File: config.mk
export PLATFORM = sky130hd
export DESIGN_NAME = wash_sequencer
export DESIGN_NICKNAME = d
export VERILOG_FILES = /design/src/rtl/wash_sequencer.sv
export SDC_FILE = /design/constraint.sdc
export NUM_CORES = 1
export LEC_CHECK = 0
export ABC_AREA = 1
export BUFFER_PORTS_ARGS = -buffer_cell sky130_fd_sc_hd__buf_4
export CAP_MARGIN = 20
export CELL_PAD_IN_SITES_DETAIL_PLACEMENT = 1
export CELL_PAD_IN_SITES_GLOBAL_PLACEMENT = 2
export CORE_MARGIN = 4
export CORE_UTILIZATION = 32
export DETAILED_ROUTE_END_ITERATION = 16
export PLACE_DENSITY = 0.9
export SLEW_MARGIN = 20
export SYNTH_ARGS = -nofsm -noshare
export SYNTH_HDL_FRONTEND = slang
export SYNTH_SLANG_ARGS = --single-unit
File: constraint.sdc
create_clock -name clk -period 3.2 [get_ports clk]
set_input_delay 0 -clock clk [delete_from_list [all_inputs] [get_ports clk]]
set_output_delay 0 -clock clk [all_outputs]
set_load 0.02 [all_outputs]
File: src/rtl/wash_sequencer.sv
// wash_sequencer: fetches, decodes and runs 32-bit wash instructions from the program ROM.
// Optional `pause` input (freezes RUN timing and actuators) is enabled by defining WASH_PAUSE_EN.
module wash_sequencer #(
  parameter int ADDR_WIDTH = 8,
  parameter int ROM_SIZE = 64,
  parameter int START_PC = 2,
  parameter int CNT_WIDTH = 16
) (
  input  logic                  clk,
  input  logic                  rst,
  input  logic                  start,
  input  logic                  tick,
`ifdef WASH_PAUSE_EN
  input  logic                  pause,
`endif
  input  logic [31:0]           instr,
  output logic [ADDR_WIDTH-1:0] pc,
  output logic                  fill_valve,
  output logic                  drain_valve,
  output logic                  motor_fwd,
  output logic                  motor_rev,
  output logic                  busy,
  output logic                  done,
  output logic                  fault,
  output logic [CNT_WIDTH-1:0]  loop_cnt
);
  typedef enum logic [1:0] {IDLE, DECODE, RUN, FAULT} state_t;
  localparam logic [7:0] OP_HALT = 8'h00;
  localparam logic [7:0] OP_WAIT = 8'h01;
  localparam logic [7:0] OP_FILL = 8'h02;
  localparam logic [7:0] OP_REL  = 8'h03;
  localparam logic [7:0] OP_FWD  = 8'h04;
  localparam logic [7:0] OP_REV  = 8'h05;
  localparam logic [7:0] OP_SET  = 8'h11;
  localparam logic [7:0] OP_DEC  = 8'h12;
  localparam logic [7:0] OP_JZ   = 8'h21;
  localparam logic [7:0] OP_JNZ  = 8'h22;
  localparam logic [ADDR_WIDTH:0] PC_END = (ADDR_WIDTH+1)'(ROM_SIZE);
  localparam logic [15:0] IMM_END = 16'(ROM_SIZE);
  state_t state, state_n;
  logic [ADDR_WIDTH-1:0] pc_n;
  logic [ADDR_WIDTH:0] pc_inc;
  logic [CNT_WIDTH-1:0] lc_n;
  logic [15:0] imm, timer, timer_n;
  logic [7:0] op;
  logic [3:0] sel, sel_n, act_n;
  logic done_n, adv, jmp, paused, inc_bad, tgt_bad, unused;
  assign imm = instr[31:16];
  assign op = instr[7:0];
  assign unused = ^instr[15:8];
  assign pc_inc = {1'b0, pc} + (ADDR_WIDTH+1)'(1);
  assign inc_bad = pc_inc >= PC_END;
  // imm >= ROM_SIZE also covers nonzero bits above the address field
  assign tgt_bad = imm >= IMM_END;
`ifdef WASH_PAUSE_EN
  assign paused = pause;
`else
  assign paused = 1'b0;
`endif
  always_comb begin
    state_n = state;
    pc_n = pc;
    lc_n = loop_cnt;
    timer_n = timer;
    sel_n = sel;
    done_n = 1'b0;
    adv = 1'b0;
    jmp = 1'b0;
    case (state)
      IDLE: if (start) begin
        state_n = DECODE;
        pc_n = ADDR_WIDTH'(START_PC);
      end
      DECODE: case (op)
        OP_HALT: begin
          state_n = IDLE;
          done_n = 1'b1;
        end
        OP_WAIT, OP_FILL, OP_REL, OP_FWD, OP_REV: if (imm == 16'd0) adv = 1'b1;
        else begin
          state_n = RUN;
          timer_n = imm;
          sel_n = {op == OP_REV, op == OP_FWD, op == OP_REL, op == OP_FILL};
        end
        OP_SET: begin
          lc_n = CNT_WIDTH'(imm);
          adv = 1'b1;
        end
        OP_DEC: begin
          lc_n = (loop_cnt == '0) ? '0 : loop_cnt - CNT_WIDTH'(1);
          adv = 1'b1;
        end
        OP_JZ, OP_JNZ: begin
          jmp = (loop_cnt == '0) == (op == OP_JZ);
          adv = !jmp;
        end
        default: state_n = FAULT;
      endcase
      RUN: if (tick && !paused) begin
        timer_n = timer - 16'd1;
        adv = timer == 16'd1;
      end
      default: ;
    endcase
    if (jmp) begin
      state_n = tgt_bad ? FAULT : DECODE;
      pc_n = tgt_bad ? pc : ADDR_WIDTH'(imm);
    end
    if (adv) begin
      state_n = inc_bad ? FAULT : DECODE;
      pc_n = inc_bad ? pc : pc_inc[ADDR_WIDTH-1:0];
    end
    act_n = (state_n == RUN && !(paused && state == RUN)) ? sel_n : 4'b0;
  end
  always_ff @(posedge clk) begin
    if (rst) begin
      state <= IDLE;
      pc <= '0;
      loop_cnt <= '0;
      timer <= '0;
      sel <= '0;
      {motor_rev, motor_fwd, drain_valve, fill_valve} <= 4'b0;
      busy <= 1'b0;
      done <= 1'b0;
      fault <= 1'b0;
    end else begin
      state <= state_n;
      pc <= pc_n;
      loop_cnt <= lc_n;
      timer <= timer_n;
      sel <= sel_n;
      {motor_rev, motor_fwd, drain_valve, fill_valve} <= act_n;
      busy <= (state_n == DECODE) || (state_n == RUN);
      done <= done_n;
      fault <= state_n == FAULT;
    end
  end
endmodule

* Word level (Yosys, flattened, before mapping) *
Cells that the tools add are included.

storage, ports and cells
  memories kept = 0
  register bits = 53
  output and inout port bits = 31
  bits of input ports = 36
  bits in latches = 0
  RAM bits = 0
  bits in read-only memories = 0
  word-level logic and storage cells = 89

cells by class
  shift operators = 0
  magnitude comparators = 2
  multiply operators = 0
  add/sub/neg operators = 3
  divide/modulo/power cells = 0
  bitwise logic cells = 2
  multiplexer cells = 30
  reductions and logical operators = 19
  equality and inequality tests = 21

operator list
  operator                                              number
  2-to-1 mux 16 bit                                     4
  one-hot mux 16 bit (2 select lines)                   2
  2-to-1 mux 8 bit                                      6
  zero test 16 bit                                      2
  subtractor 16 x 1 -> 16 bit, second input constant    2
  equality test 16 x 1 -> 1 bit, second input constant  1
  equality test 8 x 2 -> 1 bit, second input constant   2
  equality test 8 x 3 -> 1 bit, second input constant   2
  equality test 8 x 5 -> 1 bit, second input constant   2
  equality test 8 x 6 -> 1 bit, second input constant   2
  >= comparator 16 x 7 -> 1 bit, second input constant  1
  2-to-1 mux 2 bit                                      6
  2-to-1 mux 4 bit                                      3
  adder 8 x 1 -> 9 bit, second input constant           1
  >= comparator 9 x 7 -> 1 bit, second input constant   1
  equality test 8 x 1 -> 1 bit, second input constant   1
  zero test 8 bit                                       1
  inequality test 2 bit, second input constant          4
  AND reduction 4 bit                                   2
  OR reduction 2 bit                                    4
  equality test 2 bit, second input constant            3
  one-hot mux 2 bit (3 select lines)                    1
  nonzero test 3 bit                                    2
  2-to-1 mux 1 bit                                      5
  14 further kinds                                      17

* Logic depth before layout (Yosys ltp) *
Gate-level depths: netlist of run 1.

  depth after elaboration = 9
  mapped depth = 18
  gate-level depth less buffers = 18

* Least setup slack after synthesis of run 1 *
Ideal clock, no wire load.

  kind = reg-to-reg
  start = register loop_cnt[0]
  end = register motor_rev
  library setup time = 0.115 ns
  cell stages (with the launch flop) = 14
  buffers on the path = 0
  data required time = 3.085 ns
  arrival = 2.036 ns
  clock period less this slack = 2.151 ns
  setup slack = 1.049 ns
  cell sequence = dfxtp_1 > inv_1 > ha_1 > nand2_4 > nor2_4 > nand2_1 > nand2_1 > and2_4 > nor3_4 > nand3_1 > nand3_1 > nand2_1 > ha_1 > and2_1

between the ends
  word-level cells in the longest chain between the ends = 9
  elaborated cells on any way between the ends = 12
  those cells by class = eq/ne: 2; mux: 6; bitwise: 1; reduce/logical: 3

RTL lines
  item                                                                    RTL line  source
  start: declaration                                                      25        output logic [CNT_WIDTH-1:0] loop_cnt
  start signal: assignment                                                129       loop_cnt <= lc_n;
  zero test 16 bit *                                                      94        jmp = (loop_cnt == '0) == (op == OP_JZ);
  equality test 1 bit *                                                   94
  zero test 1 bit or 2-to-1 mux 1 bit (tied branches)                     95, 74
  one-hot mux 1 bit (3 select lines) or 2-to-1 mux 1 bit (tied branches)  74, 69
  one-hot mux 1 bit (2 select lines) or 2-to-1 mux 2 bit (tied branches)  69, 105
  2-to-1 mux 2 bit *                                                      109       if (adv) begin
  named net state_n[1]                                                    40        state_t state, state_n;
  equality test 2 bit *                                                   113       act_n = (state_n == RUN && !(paused && state == RUN)) ? sel_n : 4'b0;
  NOT 1 bit (no line) *                                                   n/a
  OR reduction 2 bit (no line) *                                          n/a
  end signal: assignment                                                  132       {motor_rev, motor_fwd, drain_valve, fill_valve} <= act_n;
  end: declaration                                                        21        output logic motor_rev,

Mark *: on every way through the listed nets, which the timed path passes. The rest lies on a longest branch.
A chain may end at the register's enable or synchronous reset.

* Worst setup path in the final report of run 1 *
  start = register state[0]
  end = register timer[10]

between the ends
  word-level cells in the longest chain between the ends = 3
  elaborated cells on any way between the ends = 8
  those cells by class = eq/ne: 5; mux: 1; reduce/logical: 2

RTL lines
  item                                                                   RTL line  source
  start: declaration                                                     40
  start signal: assignment                                               127       state <= state_n;
  equality test 2 x 1 -> 1 bit or equality test 2 bit (tied branches)    69        case (state)
  inequality test 2 bit (no line) or nonzero test 2 bit (tied branches)  n/a
  AND reduction 4 bit (no line)                                          n/a
  end signal: assignment                                                 130       timer <= timer_n;
  end: declaration                                                       44        logic [15:0] imm, timer, timer_n;

Several ways; a longest one is shown, not always the timed one.

==> results of run 1 <==
cell type report:
class                      count  area [um^2]  area share [%]
tap                          136          170            4.10
clock buffer                   5         68.8            1.66
multi-input combinational    403         2070            49.9
sequential                    53         1060            25.5
clock inverter                 3         65.1            1.57
inverter                      55          206            4.97
timing repair buffer          66          508            12.2
power breakdown:
part           internal (uW)  switching, uW
clock                    311            249
combinational            416            765
sequential               757           93.8
total                   1480           1110
flip-flops by register name, summed over array words and instances, names as in the netlist:
register     flops
drain_valve      1
busy             1
pc               8
loop_cnt        16
done             1
motor_fwd        1
sel              4
fault            1
motor_rev        1
state            2
timer           16
fill_valve       1
cells in the final DEF, fill, tap and decap left out, drive strengths merged, types with 6 or more instances in the layout:
master and count:
nand2 111, nor2 97, buf 61, inv 55, dfxtp 53, o21ai 48
a21oi 40, nand3 37, xor2 12, ha 11, a221oi 7, a31oi 6
tightest hold or removal path, stage by stage:
cell and delay (ps):
buf_4 130, nand2_1 80, a31oi_1 80
timing repair:
action	in CTS	in global routing
hold endpoints to repair	6	0
buffers inserted	0	0
hold buffers	5	0
cells by family after synthesis:
group / synth area share, %
AO/OA/AOI/OAI: 18.9
AND/OR/NAND/NOR: 33.5
flip-flops: 30.8
XOR/XNOR: 3.82
adder cells (fa/ha/maj): 4.00
buffers and inverters: 8.94
Yosys cell counts (all sizes together) (3+ instances only):
cell type    n
nor2        97
dfxtp       53
inv         55
a21oi       40
xnor2        3
ha          11
o22ai        3
a31oi        6
buf          9
nand3       37
or2          4
xor2        12
nand2      111
nor3         5
o21ai       48
a221oi       7
nand4        4
clkbuf      10
worst max-delay path by stage:
stage	to	slack (ps)	start
floorplan	motor_rev	1050	loop_cnt[0]
global placement	motor_fwd	700	loop_cnt[0]
detailed placement	timer[10]	700	state[0]
CTS	timer[10]	670	state[0]
global route	motor_fwd	340	loop_cnt[12]
finish	timer[10]	710	state[0]
metal layers:
layer  GRT usage [%]  wire length (um)
met5               0                 0
met1            22.5              5100
met2            32.2              5400
met3            3.42               371
met4            3.97               153
per-stage QoR:
step,setup WS (ps),instances,utilization (%),area [um^2],hold slack (ps)
after CTS,672,721,39.9,4150,9.38
after global placement,701,708,38.1,3970,309
after floorplan,1050,530,-,3440,147
after global routing,336,721,39.9,4150,9.66
after detailed placement,702,708,38.1,3970,312
final,709,721,39.9,4150,11.5
==> impl_results.md, run 1 <==
- P per Cell Area: 624 nW/um^2
- Nets: 631
- Leak Pwr: 0.00189 uW
- Ranking of synthesized cells by area: dfxtp_1 31%, nand2_1 12%, nor2_1 9.7%
- Num CTS Buffers: 5
- Leading area contributor after synthesis: dfxtp_1
- CTS clk-pin slew, worst paths: 100 ps
- Post-synthesis cell type count: 41
- CP cell instances: inv_1 -> ha_1 -> buf_4 -> inv_1 -> nor2_1 -> o22ai_2 -> buf_4 -> inv_2 -> o21ai_0 -> a31oi_1
- Yosys warnings: 0
- Max-slew violations: 0
- Largest net degree at the start of global routing: 28
- Row count: 37
- Ys flop type: dfxtp_1
- Hold path cells: 3
- Post-synth EDFFs: 0
- Count of final setup violators: 0
- Clk sinks: 53
- Worst R2R Path Depth: 10
- Layout cells sized above 1: 16.1%
- Critical path arrival: 2690 ps
- Setup TNS: 0 ps
- Post-DRT Antenna Nets: 0
- Max clock buf depth: 2
- Later-pin clock latency in the skew report: 320 ps
- Post-DP HPWL: 8.13 mm
- Synth Area per Inst: 6.50 um^2
- Sequential area share after synthesis: 30.8%
- Die Ht: 112 um
- CP top delay family: buffers and inverters
- CTS HTree Levels: 2
- I/O Pins: 67
- WP depth: 10
- Worst-Margin Slew: 835 ps
- Final period util: 77.8%
- Share of flip-flops with an asynchronous set or reset: 0%
- Initial antenna violation count: 0
- CTS root buf: clkbuf_8
- Max cap viols: 0
- Tightest Hold Check Type: in -> reg
- Total Routing Usage GR: 18.0%
- Cells after Synth: 530
- Vias: 3654
- Gp weighted congestion: 0.871
- CTS resizes: 0
- Vias in the first global route: 3892
- Worst flop-to-flop path endpoint: timer[10]
- Synth Register Bits: 53
- DRT Pass-1 Iters: 4
- Worst Hold Path EP: timer[4]
- Syn-to-layout area delta: 20.6%
- Die width: 112 um
- Core ar.: 10400 um^2
- CP required: 3400 ps
- Total wire length: 11.0 mm
- Design Power: 2590 uW
- Port Buffers: 58
- Skew final: 7.91 ps
- CTS tree: yes
- Worst path max stage delay: 510 ps
- Initial DRC Count: 118
- Critical path startpoint category: flip-flop
- HP Start: instr[20]
- Slew HR: 44.3%
- Fin. Hold Viols: 0
- Cell Area, Synth: 3440 um^2
- Area of the die: 12500 um^2
- Worst IR Drop VDD: 0.336 mV
- Vias per inst: 5.07
- Worst setup EP type: flip-flop
- R2R Path Start: state[0]
- Post-Syn Nets: 577
- Crit Path Class: reg -> reg
- Starting density of the core: 33.1%
- Worst-path fanout max: 20
- Layout fillers: 1399
- Slowest CP cell: inv_1
- Gr ovfl total: 0
- Status: complete, no violations
- Routed WL per cell: 15.3 um
- # DRC: 0
- RSZ-0062 raised after global routing: no
- Final period demand of the worst path: 2490 ps
- Fmax: 0.401 GHz
- CP bufs+invs: 5
- Top cell type's share of synthesized area: 30.8%
- R2R Setup Slk: 710 ps
- Antenna cells: 0
- First-pass GRT wire length: 18.7 mm
Note: power is estimated with default switching activity, not from simulation.
==> run 2, diff against run 1 <==
--- a/config.mk
+++ b/config.mk
@@ -11,9 +11,9 @@
 export CELL_PAD_IN_SITES_DETAIL_PLACEMENT = 1
 export CELL_PAD_IN_SITES_GLOBAL_PLACEMENT = 2
 export CORE_MARGIN = 4
-export CORE_UTILIZATION = 32
+export CORE_UTILIZATION = 27
 export DETAILED_ROUTE_END_ITERATION = 16
-export PLACE_DENSITY = 0.9
+export PLACE_DENSITY = 0.82
 export SLEW_MARGIN = 20
 export SYNTH_ARGS = -nofsm -noshare
 export SYNTH_HDL_FRONTEND = slang
==> constraint.sdc (replaced) <==
create_clock -name clk -period 2.2 [get_ports clk]
set_input_delay 0 -clock clk [delete_from_list [all_inputs] [get_ports clk]]
set_output_delay 0 -clock clk [all_outputs]
set_load 0.02 [all_outputs]
==> run 2 against run 1 <==
  * Non-clock buffer count increased by 29
  * Highest routed layer unchanged
  * Die area increased by 17%
  * Total power increased by 52%
  * Global-route usage decreased by 1.7 points
  * Cell area increased by 8.7%
  * Clock power increased by 52%
  * Core utilization decreased by 3.1 points
  * Worst hold slack got worse by 6.5 ps
==> impl_results.md, run 2 (same netlist as run 1, synthesis figures left out) <==
- Initial DRC Count: 176 (+49%)
- Core ar.: 12300 um^2 (+18%)
- Sw Pwr: 1710 uW (+55%)
- Die width: 121 um (+8.2%)
- Antenna cells: 0 (unchanged)
- Sw Ratio: 43.5% (+0.81 points)
- Post-DP HPWL: 8.88 mm (+9.3%)
- Setup TNS: 0 ps (unchanged)
- P per Cell Area: 872 nW/um^2 (+40%)
- # DRC: 0 (unchanged)
- Leak Pwr: 0.00205 uW (+8.6%)
- Internal: 2220 uW (+50%)
- Worst setup EP type: flip-flop
- Gp weighted congestion: 0.819 (-6.0%)
- CTS root buf: clkbuf_16
- Clk sinks: 53 (unchanged)
- Hold_ws: 4.98 ps (-6.47 ps)
- CTS HTree Levels: 2 (unchanged)
- Design Power: 3940 uW (+52%)
- Routed WL per cell: 15.1 um (-1.5%)
- Fmax: 0.490 GHz (+22%)
- Nets: 660 (+4.6%)
- Area of the die: 14600 um^2 (+17%)
- Row count: 40 (+8.1%)
- Total Routing Usage GR: 16.3% (-1.7 points)
- Vias: 3801 (+4.0%)
- R2R Setup Slk: 160 ps (-550 ps)
- Max clock buf depth: 2 (unchanged)
- Final period demand of the worst path: 2040 ps (-451 ps)
- Fin. Hold Viols: 0 (unchanged)
- Layout cells sized above 1: 23.8% (+7.7 points)
- Starting density of the core: 28.1% (-5.0 points)
- CTS tree: yes
- Final core occ: 36.8% (-3.1 points)
- Vias in the first global route: 3906 (+0.36%)
- CP required: 2400 ps (-1000 ps)
- Total wire length: 11.8 mm (+6.8%)
- Reg power frac: 30.9% (-2.0 points)
- Slew HR: 65.7% (+21 points)
- DRT Pass-1 Iters: 4 (unchanged)
- First-pass GRT wire length: 19.2 mm (+2.8%)
- Later-pin clock latency in the skew report: 310 ps (about the same)
- Status: complete, no violations
- I/O Pins: 67 (unchanged)
- Count of final setup violators: 0 (unchanged)
- Max-slew violations: 0 (unchanged)
- Final worst slack: 160 ps (-549 ps)
- Worst-Margin Slew: 514 ps (-321 ps)
- Skew final: 8.21 ps (+0.306 ps)
- Max cap viols: 0 (unchanged)
- Syn-to-layout area delta: 31.1%
- Worst-path fanout max: 8 (-60%)
- Critical path arrival: 2240 ps (-450 ps)
- Combinational power share: 47.5% (+2.0 points)
- Num CTS Buffers: 5 (unchanged)
- Worst IR Drop VDD: 0.515 mV (+53%)
- Crit Path Class: reg -> reg
- Die Ht: 121 um (+8.2%)
- Regs by FF count: loop_cnt (16), timer (16), pc (8)
- Largest net degree at the start of global routing: 28 (unchanged)
- Final period util: 92.7% (+15 points)
- Commonest non-fill, non-tap cell in the layout: nand2_1
- Vias per inst: 4.86 (-4.1%)
- Place WS: -6.95 ps (-709 ps)
- Initial antenna violation count: 0 (unchanged)
- CTS clk-pin slew, worst paths: 80 ps (-20 ps)
- Port Buffers: 58 (unchanged)
- Most frequent cells in the layout: 106 x nand2_1, 93 x buf_4, 81 x nor2_1, 51 x dfxtp_1, 50 x inv_1
- Gr ovfl total: 0 (unchanged)
- Clock Power Share: 21.6% (about the same)
- Post-DRT Antenna Nets: 0 (unchanged)
- Tightest Hold Check Type: in -> reg
- Critical path startpoint category: flip-flop
-- run 2: layer usage --
metal,global-route usage [%],part of all wire (%)
met4,5.10,1.9
met5,0,0
met3,2.89,4.3
met2,27.2,47
met1,21.4,47
-- run 2: repair_timing --
action / 4_1_cts / 5_1_grt
hold buffers: 2 / 0
gates resized for setup: 1 / 26
endpoints found under the setup margin: 2 / 16
hold endpoints to repair: 2 / 0
buffers inserted: 0 / 1
pin swaps: 0 / 6
-- run 2: path summary, 6_finish.rpt --
| path | from | to | cells after the start |
|---|---|---|---|
| worst max-delay path | state[1] | fill_valve | 12 |
| worst max register to register | state[1] | fill_valve | 12 |
| worst min register to register | pc[7] | pc[7] | 2 |
| worst min-delay path | instr[26] | timer[10] | 3 |
-- run 2: worst max-delay path: stages, from the launching register on --
cell and delay [ps]:
dfxtp_1 320, buf_4 130, inv_1 160, ha_4 190
inv_1 130, nor3_4 240, buf_4 190, nor2_1 60
nand2_1 80, inv_1 60, ha_1 200, nand2_1 110
nor2_1 60
-- run 2: area by class of cell --
class	count	area, um^2
clock buffers	5	125
repair buffers	95	718
fillers	1597	7750
clock inverters	3	25.0
inverters	55	206
well taps	168	210
flip-flops and latches	53	1060
multi-input cells	403	2170
-- run 2: per-stage QoR --
step                cells  area, um^2
floorplan             530        3440
global placement      771        4240
detailed placement    771        4240
CTS                   781        4420
global route          782        4520
finish                782        4520
-- run 2: power by group through the flow --
stage / clock network (uW) / logic [uW] / registers (uW)
floorplan: 0 / 1220 / 1280
global placement: 0 / 1770 / 1230
detailed placement: 0 / 1810 / 1240
CTS: 882 / 1830 / 1220
global route: 914 / 2130 / 1240
finish: 851 / 1870 / 1220
==> run 3, diff against run 2 <==
--- a/config.mk
+++ b/config.mk
@@ -5,15 +5,14 @@
 export SDC_FILE = /design/constraint.sdc
 export NUM_CORES = 1
 export LEC_CHECK = 0
-export ABC_AREA = 1
 export BUFFER_PORTS_ARGS = -buffer_cell sky130_fd_sc_hd__buf_4
 export CAP_MARGIN = 20
 export CELL_PAD_IN_SITES_DETAIL_PLACEMENT = 1
 export CELL_PAD_IN_SITES_GLOBAL_PLACEMENT = 2
 export CORE_MARGIN = 4
-export CORE_UTILIZATION = 27
+export CORE_UTILIZATION = 32
 export DETAILED_ROUTE_END_ITERATION = 16
-export PLACE_DENSITY = 0.82
+export PLACE_DENSITY = 0.86
 export SLEW_MARGIN = 20
 export SYNTH_ARGS = -nofsm -noshare
 export SYNTH_HDL_FRONTEND = slang
==> constraint.sdc (replaced) <==
create_clock -name clk -period 2.15 [get_ports clk]
set_input_delay 0 -clock clk [delete_from_list [all_inputs] [get_ports clk]]
set_output_delay 0 -clock clk [all_outputs]
set_load 0.02 [all_outputs]
==> run 3 against run 2 <==
  * The flow now finishes with violations (setup timing)
  * Register-to-register slack lost 380 ps
  * Clock-buffer cell count is 1 higher
  * Flip-flop and latch count did not move
  * Total power is 0.96% lower
  * First-iteration DRC count fell by 18%
  * Fmax is 14% lower
  * Core utilization is 11 points higher
  * Clock power shrank 5.4%
==> impl_results.md, run 3 <==
- Final period util: 110% (+18 points)
- CTS clk-pin slew, worst paths: 110 ps (+30 ps)
- Register area: 1070 um^2 (+1.1%)
- First-pass GRT wire length: 20.3 mm (+5.7%)
- Total Routing Usage GR: 21.1% (+4.8 points)
- Skew final: 15.8 ps (+7.57 ps)
- Most frequent cells in the layout: 127 x buf_4, 46 x nor2_1, 46 x dfxtp_1, 45 x nand2_1, 24 x o21ai_0
- Largest net degree at the start of global routing: 38 (+36%)
- CP required: 2380 ps (-20 ps)
- Most frequent cell after synthesis: dfxtp_1
- Die width: 110 um (-8.8%)
- Place WS: -318 ps (-311 ps)
- P per Cell Area: 791 nW/um^2 (-9.3%)
- Cell Area, Synth: 3350 um^2 (-2.7%)
- I/O Pins: 67 (unchanged)
- Vias in the first global route: 4062 (+4.0%)
- Slew HR: 52.3% (-13 points)
- Worst flop-to-flop path endpoint: state[1]
- Met1 Routed Length: 5.73 mm (+4.6%)
- Hold path cells: 3 (unchanged)
- Hold_ws: 16.9 ps (+11.9 ps)
- Critical path's most frequent cell: buf_4
- Met2 WL: 6.70 mm (+21%)
- Worst setup EP type: flip-flop
- Slowest CP cell: dfxtp_2
- Critical path arrival: 2610 ps (+370 ps)
- Max cap viols: 0 (unchanged)
- Starting density of the core: 32.6% (+4.5 points)
- Critical path startpoint category: flip-flop
- Tightest Hold Check Type: in -> reg
- CTS HTree Levels: 2 (unchanged)
- Nets: 598 (-9.4%)
- Layout cells sized above 1: 37.1% (+13 points)
- Final period demand of the worst path: 2370 ps (+332 ps)
- Die Ht: 110 um (-8.8%)
- Syn-to-layout area delta: 47.1%
- Synth Register Bits: 53 (unchanged)
- Cells after Synth: 430 (-19%)
- Multi-input gate area: 2390 um^2 (+10%)
- Post-DP HPWL: 9.01 mm (+1.4%)
- Post-synth EDFFs: 0 (unchanged)
- Fin. Hold Viols: 0 (unchanged)
- CP top delay family: simple AND/OR/NAND/NOR gates
- Vias per inst: 5.59 (+15%)
- Post-synthesis cell type count: 62 (+51%)
- Worst Hold Path EP: sel[0]
- Status: finished with violations
- R2R Path Start: loop_cnt[6]
- Core ar.: 10300 um^2 (-16%)
- Final core occ: 48.0% (+11 points)
- Top cell type's share of synthesized area: 31.7% (+0.86 points)
- Design Power: 3900 uW (-0.96%)
- Post-Syn Nets: 477 (-17%)
- Met3 wire len: 437 um (-14%)
- Ranking of synthesized cells by area: dfxtp_1 32%, nor2_1 5.6%, nand2_1 5.4%
- Initial DRC Count: 145 (-18%)
- CP cell instances: nor4_4 -> buf_4 -> and4_4 -> a31oi_1 -> a21o_1 -> and2_4 -> buf_4 -> buf_6 -> or3_4 -> o31ai_4
- Gp weighted congestion: 0.858 (+4.8%)
- Layout fillers: 1253 (-22%)
- Area of the die: 12200 um^2 (-17%)
- Ys flop type: dfxtp_1
- Port Buffers: 58 (unchanged)
- Routed WL per cell: 19.3 um (+28%)
- Leak Pwr: 0.00205 uW (about the same)
- Share of flip-flops with an asynchronous set or reset: 0% (unchanged)
- Post-DRT Antenna Nets: 0 (unchanged)
- Commonest non-fill, non-tap cell in the layout: buf_4
- RSZ-0062 raised after global routing: yes
- Vias: 3847 (+1.2%)
- Final worst slack: -222 ps (-382 ps)
- # DRC: 0 (unchanged)
- CTS tree: yes
- Regs by FF count: loop_cnt (16), timer (16), pc (8)
- Max-slew violations: 0 (unchanged)
- Leading area contributor after synthesis: dfxtp_1
- Top sig layer: met4
- Clk sinks: 53 (unchanged)
- Worst R2R Path Depth: 10 (-2)
- Antenna cells: 0 (unchanged)
- Worst path max stage delay: 350 ps (+30 ps)
- Fmax: 0.422 GHz (-14%)
- CTS root buf: clkbuf_8
- Sequential area share after synthesis: 31.7% (+0.86 points)
- Crit Path Class: reg -> reg
- Worst-path fanout max: 5 (-3)
- HP Start: instr[1]
- DRT Pass-1 Iters: 4 (unchanged)
- Num CTS Buffers: 5 (unchanged)
- Synth cell count leaders: 53 x dfxtp_1, 50 x nor2_1, 48 x nand2_1
- Max clock buf depth: 2 (unchanged)
- CP bufs+invs: 3 (-2)
- Synth Area per Inst: 7.79 um^2 (+20%)
- Cell Area, Placed: 4410 um^2 (+4.0%)
- Worst-Margin Slew: 710 ps (+196 ps)
- Gr ovfl total: 0 (unchanged)
- Count of final setup violators: 15 (+15)
- Total wire length: 13.3 mm (+13%)
- R2R Setup Slk: -220 ps (-380 ps)
- Failing checks: setup timing
- Yosys warnings: 0 (unchanged)
- Post-route cell area: 4930 um^2 (+9.1%)
- Initial antenna violation count: 0 (unchanged)
- Later-pin clock latency in the skew report: 330 ps (+20 ps)
- Hold Buf Count CTS: 0 (-2)
- Row count: 37 (-7.5%)
- Worst IR Drop VDD: 0.337 mV (-35%)
==> run 3: per-layer routing <==
metal | GRT usage (%) | up-vias
li1 | - | 1830
met1 | 26.6 | 1909
met2 | 36.7 | 80
met3 | 3.15 | 28
met4 | 7.12 | 0
met5 | 0 | -
==> run 3: per-stage QoR <==
| step | setup TNS [ps] | std cells |
|---|---|---|
| floorplan | -2800 | 430 |
| global placement | -2030 | 672 |
| detailed placement | -4910 | 672 |
| CTS | -1190 | 683 |
| global route | -4060 | 688 |
| finish | -2510 | 688 |
==> run 3: kinds of logic after synthesis <==
kind of cell	Yosys count	synth area share, %
AND/OR/NAND/NOR	189	29.5
AO/OA/AOI/OAI	118	23.5
flip-flops	53	31.7
buffers and inverters	37	4.86
XOR/XNOR	11	2.88
multiplexers	11	3.51
adder cells (fa/ha/maj)	11	4.11
==> run 3: report_power, final <==
| group | switching (uW) | leakage (uW) | internal, uW |
|---|---|---|---|
| registers | 103 | 0.000434 | 1100 |
| clock network | 388 | 0.0000663 | 417 |
| logic | 1000 | 0.00155 | 891 |
| total | 1490 | 0.00205 | 2410 |
==> run 3: worst register-to-register path, delay by kind of cell (launching register included) <==
family	cells	cell delay (ps)
buf+inv	3	420
flops	1	350
simple gates	4	1090
compound gates	3	420
==> run 3: repair_timing <==
item,CTS,global route
setup buffers,3,4
cloned,0,1
setup endpoints to repair,31,43
pin swaps,8,15
gates resized for setup,26,45
hold endpoints to repair,0,0
==> run 3: how the worst max path moves through the flow <==
stage | startpoint | to | depth (start not counted)
after floorplan | loop_cnt[1] | pc[2] | 11
after CTS | loop_cnt[14] | pc[2] | 9
final | loop_cnt[6] | state[1] | 10
after global placement | loop_cnt[1] | fault | 12
after detailed placement | loop_cnt[6] | fault | 11
after global routing | loop_cnt[6] | fault | 12
==> run 3: final cells by class <==
class	count	share of cell area, %
multi-input cells	340	48.5
repair buffers	139	22.7
inverters	12	0.914
well taps	136	3.45
clock buffers	6	1.90
clock inverters	2	0.711
flip-flops and latches	53	21.8
